File: config.mk
export PLATFORM = sky130hd
export DESIGN_NAME = vga_stream_decoder
export DESIGN_NICKNAME = d
export VERILOG_FILES = /design/src/rtl/vga_stream_decoder.sv
export SDC_FILE = /design/constraint.sdc
export NUM_CORES = 1
export LEC_CHECK = 0
export ABC_AREA = 1
export BUFFER_PORTS_ARGS = -buffer_cell sky130_fd_sc_hd__buf_2
export CAP_MARGIN = 5
export CORE_ASPECT_RATIO = 1.5
export CORE_UTILIZATION = 45
export CTS_BUF_LIST = sky130_fd_sc_hd__clkbuf_16
export DETAILED_ROUTE_END_ITERATION = 10
export PLACE_DENSITY = 0.73
export SLEW_MARGIN = 30
export SYNTH_ARGS = -nofsm -noshare
export SYNTH_HDL_FRONTEND = slang
export SYNTH_SLANG_ARGS = --single-unit
File: constraint.sdc
create_clock -name clock_in -period 2.75 [get_ports clock_in]
set_clock_uncertainty 0.15 [all_clocks]
set_input_delay 0.275 -clock clock_in [delete_from_list [all_inputs] [get_ports clock_in]]
set_output_delay 0.275 -clock clock_in [all_outputs]
set_load 0.02 [all_outputs]
File: src/rtl/vga_stream_decoder.sv
// Sink side of a VGA timing stream: recovers pixel coordinates by counting,
// verifies line/frame structure and tags each active pixel with its (x, y).
module vga_stream_decoder #(
    parameter int WIDTH       = 640,
    parameter int HEIGHT      = 480,
    parameter int WIDTH_BITS  = 10,
    parameter int HEIGHT_BITS = 10,
    parameter int PIXEL_BITS  = 12
) (
    input  logic                   clock_in,
    input  logic                   reset_n_in,
    input  logic                   h_sync_in,
    input  logic                   v_sync_in,
    input  logic                   display_on_in,
    input  logic [PIXEL_BITS-1:0]  pixel_in,
    output logic [WIDTH_BITS-1:0]  pixel_x_out,
    output logic [HEIGHT_BITS-1:0] pixel_y_out,
    output logic [PIXEL_BITS-1:0]  pixel_out,
    output logic                   pixel_valid_out,
    output logic                   locked_out,
    output logic                   frame_done_out,
    output logic                   error_out
);

    typedef enum logic [1:0] {
        UNLOCKED = 2'd0,
        SYNCING  = 2'd1,
        LOCKED   = 2'd2
    } state_t;

    localparam logic [WIDTH_BITS-1:0]  W_L   = WIDTH_BITS'(WIDTH);
    localparam logic [HEIGHT_BITS-1:0] H_L   = HEIGHT_BITS'(HEIGHT);
    localparam logic [WIDTH_BITS-1:0]  X_ONE = WIDTH_BITS'(1);
    localparam logic [HEIGHT_BITS-1:0] Y_ONE = HEIGHT_BITS'(1);

    state_t state, state_next;

    logic                   h_a, v_a, de_a;
    logic                   h_b, v_b, de_b;
    logic [PIXEL_BITS-1:0]  pix_a;
    logic [WIDTH_BITS-1:0]  x_cnt, x_cur, x_next;
    logic [HEIGHT_BITS-1:0] y_cnt, y_cur, y_next;
    logic                   frame_bad, frame_bad_next;
    logic                   run_seen, run_seen_next;
    logic                   h_edge, v_edge, de_rise, de_fall;
    logic                   run_over, line_over, frame_good;
    logic                   done_next, error_next, valid_next;

    // Stage A samples plus one cycle of history for edge detection.
    always_ff @(posedge clock_in or negedge reset_n_in) begin
        if (!reset_n_in) begin
            h_a   <= 1'b1;
            v_a   <= 1'b1;
            de_a  <= 1'b0;
            pix_a <= '0;
            h_b   <= 1'b1;
            v_b   <= 1'b1;
            de_b  <= 1'b0;
        end else begin
            h_a   <= h_sync_in;
            v_a   <= v_sync_in;
            de_a  <= display_on_in;
            pix_a <= pixel_in;
            h_b   <= h_a;
            v_b   <= v_a;
            de_b  <= de_a;
        end
    end

    assign h_edge  = h_b & ~h_a;
    assign v_edge  = v_b & ~v_a;
    assign de_rise = de_a & ~de_b;
    assign de_fall = de_b & ~de_a;

    // Coordinates seen by this cycle's pixel; a v_sync edge wins over h_sync.
    assign x_cur = (h_edge || v_edge) ? '0 : x_cnt;
    assign y_cur = v_edge ? '0 : y_cnt;

    always_comb begin
        x_next         = x_cur;
        y_next         = y_cur;
        frame_bad_next = v_edge ? 1'b0 : frame_bad;
        run_seen_next  = (h_edge || v_edge) ? 1'b0 : run_seen;
        run_over       = 1'b0;
        line_over      = 1'b0;
        if (de_a) begin
            if (de_rise && run_seen_next) begin
                frame_bad_next = 1'b1;
            end
            if (x_cur == W_L) begin
                run_over = 1'b1;
            end
            if (x_cur != '1) begin
                x_next = x_cur + X_ONE;
            end
        end else if (de_fall && !v_edge) begin
            if (x_cnt != W_L) begin
                frame_bad_next = 1'b1;
            end
            if (y_cur == H_L) begin
                line_over = 1'b1;
            end
            x_next        = '0;
            run_seen_next = 1'b1;
            if (y_cur != '1) begin
                y_next = y_cur + Y_ONE;
            end
        end
        if (run_over || line_over) begin
            frame_bad_next = 1'b1;
        end
    end

    assign frame_good = (y_cnt == H_L) && !frame_bad;
    assign valid_next = (state == LOCKED) && de_a && (x_cur < W_L) && (y_cur < H_L);

    always_comb begin
        state_next = state;
        done_next  = 1'b0;
        error_next = 1'b0;
        case (state)
            UNLOCKED: begin
                if (v_edge) begin
                    state_next = SYNCING;
                end
            end
            SYNCING: begin
                if (v_edge && frame_good) begin
                    state_next = LOCKED;
                    done_next  = 1'b1;
                end
            end
            LOCKED: begin
                if (v_edge) begin
                    if (frame_good) begin
                        done_next = 1'b1;
                    end else begin
                        error_next = 1'b1;
                        state_next = SYNCING;
                    end
                end else if (run_over || line_over) begin
                    // Report at once; SYNCING stays silent for the rest of the frame.
                    error_next = 1'b1;
                    state_next = SYNCING;
                end
            end
            default: state_next = UNLOCKED;
        endcase
    end

    always_ff @(posedge clock_in or negedge reset_n_in) begin
        if (!reset_n_in) begin
            state           <= UNLOCKED;
            x_cnt           <= '0;
            y_cnt           <= '0;
            frame_bad       <= 1'b0;
            run_seen        <= 1'b0;
            pixel_x_out     <= '0;
            pixel_y_out     <= '0;
            pixel_out       <= '0;
            pixel_valid_out <= 1'b0;
            locked_out      <= 1'b0;
            frame_done_out  <= 1'b0;
            error_out       <= 1'b0;
        end else begin
            state           <= state_next;
            x_cnt           <= x_next;
            y_cnt           <= y_next;
            frame_bad       <= frame_bad_next;
            run_seen        <= run_seen_next;
            pixel_x_out     <= x_cur;
            pixel_y_out     <= y_cur;
            pixel_out       <= pix_a;
            pixel_valid_out <= valid_next;
            locked_out      <= (state_next == LOCKED);
            frame_done_out  <= done_next;
            error_out       <= error_next;
        end
    end

endmodule

==> reports/metrics.csv <==
stage;metric;value;unit
routing;postRouteAntennaNets;0;
critical_path;worstSetupStartpointType;register;
clock_network;clock-root-buffer;clkbuf_16;
clock_network;h-tree-depth;3;
sta;min_period;2.508;ns
placement;port_buffers;52;
sta;holdWs;0.1979;ns
sta;worst_pin_slew;0.6635;ns
placement;place_congestion;0.8805;
global_routing;grt_max_degree;79;
global_routing;grt_usage;0.1879;
placement;hpwl;4.444;mm
placement;place_inst;441;
global_routing;overflow;0;
routing;dr.pass1.iters;4;
routing;drc;0;
pwr;power_density;651.1;nW/um2
routing;drt_first_iter_violations;113;
layout;syn_to_final_growth;24.59;%
clock_network;postCtsSetupBuffers;0;
yosys;yosysSeqAreaShare;0.5954;
layout;multi_input_area;1095;um2
yosys;syn_nets;338;
floorplan;die_h;106.7;um
yosys;yosysWarnings;0;
yosys;ys_types;36;
clock_network;clk_latency;0.34;ns
sta;rsz0062_at_grt;no;
layout;fin_nets;415;
floorplan;fp.dieW;71.78;um
critical_path;crit_arrival;2.62;ns
pwr;finalPower;2.667;mW
sta;slew_headroom;0.5576;
routing;avgRoutedWirePerCell;13.49;um
flow_run;maxCapViolations;0;
yosys;synth.top_cell.area_share;0.5634;
yosys;synth_area_leaders;dfrtp_1 56%, inv_1 5.6%, nand2_1 5.4%;
clock_network;cts_tree;done;
layout;fillerInstances;566;
layout;ff_latch_area;1957;um2
floorplan;num_rows;37;
critical_path;crit_type;register to register;
floorplan;initial_core_util;0.4733;
clock_network;clk_pin_slew;0.06;ns
routing;num_vias;2344;
yosys;avgSynthCellArea;10.50;um2
yosys;syn_area;3287;um2
sta;finalSetupTns;0;ns
critical_path;worst-path-max-fanout;13;
layout;fin_cells;473;
global_routing;grt_pass1_wl;10.65;mm
pwr;p_leak;2.099;nW
yosys;ys_ff_latch;78;
clock_network;cts-buffers-inserted;9;
pwr;vdd.ir_drop.worst;0.0004701;V
sta;finalWorstSetupSlack;0.2421;ns
floorplan;die_area;7657;um2
placement;dp_worst_setup_slack;0.2424;ns
layout;final_common_cell;dfrtp_1;
routing;viasPerCell;4.956;
global_routing;grt_pass1_vias;2395;
sta;hold_viol_final;0;
sta;fmax;398.7;MHz
critical_path;worst-endpoint-required;2.86;ns
clock_network;clock-sinks;78;
routing;wl;6.382;mm
layout;layout-drive-gt1-share;0.2810;
worst_hold_path;hp-class;register to register;
critical_path;crit_path_end_kind;register;
yosys;netlist_instances;313;
run_status;outcome;finished, final reports clean;
floorplan;io_pins;53;
sta;post-route-period-util;0.9120;
sta;report.final.setup_viol;0;
global_routing;antenna_found_initial;0;
layout;most-common-layout-cells;74 x dfrtp_1, 51 x buf_2, 49 x inv_1, 47 x nand2_1, 25 x nor2_1;
floorplan;core;6944;um2
sta;drv_slew;0;
layout;diodes;0;
yosys;yosysTopAreaCell;dfrtp_1;
clock_network;cts_max_path_buffers;2;
[metal layers]
metal,vias to the layer above,track usage,routed length (um)
li1,1136,-,-
met1,1143,0.1917,2406
met2,46,0.3322,3571
met3,19,0.04135,169
met4,0,0.1331,234
met5,-,0,0
[through the flow]
stage / utilization / instance area [um2]
finish: 0.5897 / 4095
global route: 0.5897 / 4095
CTS: 0.5892 / 4091
detailed placement: 0.5231 / 3632
global placement: 0.5231 / 3632
floorplan: - / 3287
[layout make-up]
cell class | count | area share
inverter | 54 | 0.05011
clock buffer | 9 | 0.05500
timing repair buffer | 70 | 0.1079
multi-input combinational | 177 | 0.2673
clock inverter | 7 | 0.01803
tap | 78 | 0.02383
sequential | 78 | 0.4778
[synth_stat cells, drive strengths merged]
cell and instances:
nor2 39, o2111ai 1, nor4 1, nor3 3, ha 8, inv 54, o21ai 18, nor3b 2
nand3 26, o22ai 2, xnor2 5, a2111oi 1, nand4 9, dfstp 4, nand2 52, o211ai 1
dfrtp 74, buf 4, a21oi 3, xor2 6
[logic make-up after synthesis]
family          count (synthesis)  share of synthesized area
flops                          78                     0.5954
buf+inv                        58                    0.07156
compound gates                 26                    0.04454
fa+ha+maj                       8                    0.03045
simple gates                  132                     0.2288
xor+xnor                       11                    0.02931
[state kept, by name (all words and copies together), names as in the netlist]
signal / count
pixel_out: 12
pixel_x_out: 10
pixel_valid_out: 1
error_out: 1
de_a: 1
v_b: 1
pixel_y_out: 10
state: 2
frame_done_out: 1
de_b: 1
h_b: 1
frame_bad: 1
h_a: 1
y_cnt: 10
run_seen: 1
x_cnt: 10
pix_a: 12
locked_out: 1
v_a: 1
[critical path, cell delays in order, from the launching register on]
cell and delay [ns]:
dfstp_2 0.53, inv_2 0.04, nand2_4 0.19, inv_4 0.13
nor2_1 0.27, ha_1 0.23, inv_1 0.05, nor3_2 0.23
nand2_1 0.12, nor2_2 0.18, nor2_2 0.08, nand2_1 0.08
xor2_1 0.14
[report_power, final]
part / leakage, nW / switching (mW) / total (mW) / internal, mW
logic: 0.953 / 0.176 / 0.275 / 0.0994
clock network: 0.146 / 0.453 / 1.16 / 0.704
registers: 1.00 / 0.0278 / 1.23 / 1.21
total: 2.10 / 0.657 / 2.67 / 2.01
[final timing paths]
path	start	to	slack, ns	cells past startpoint
worst min-delay path	pix_a[9]	pixel_out[9]	0.20	0
max in group asynchronous	reset_n_in	pixel_x_out[3]	1.61	2
worst max register to register	v_a	y_cnt[2]	0.24	12
worst max-delay path	v_a	y_cnt[2]	0.24	12
worst min register to register	pix_a[9]	pixel_out[9]	0.20	0
min in group asynchronous	reset_n_in	pix_a[8]	0.38	2
[timing repair]
| action | CTS | global route |
|---|---|---|
| hold endpoints to repair | 89 | 0 |
| hold buffers | 16 | 0 |
| gates resized for setup | 0 | 0 |
(Power assumes the default switching activity.)
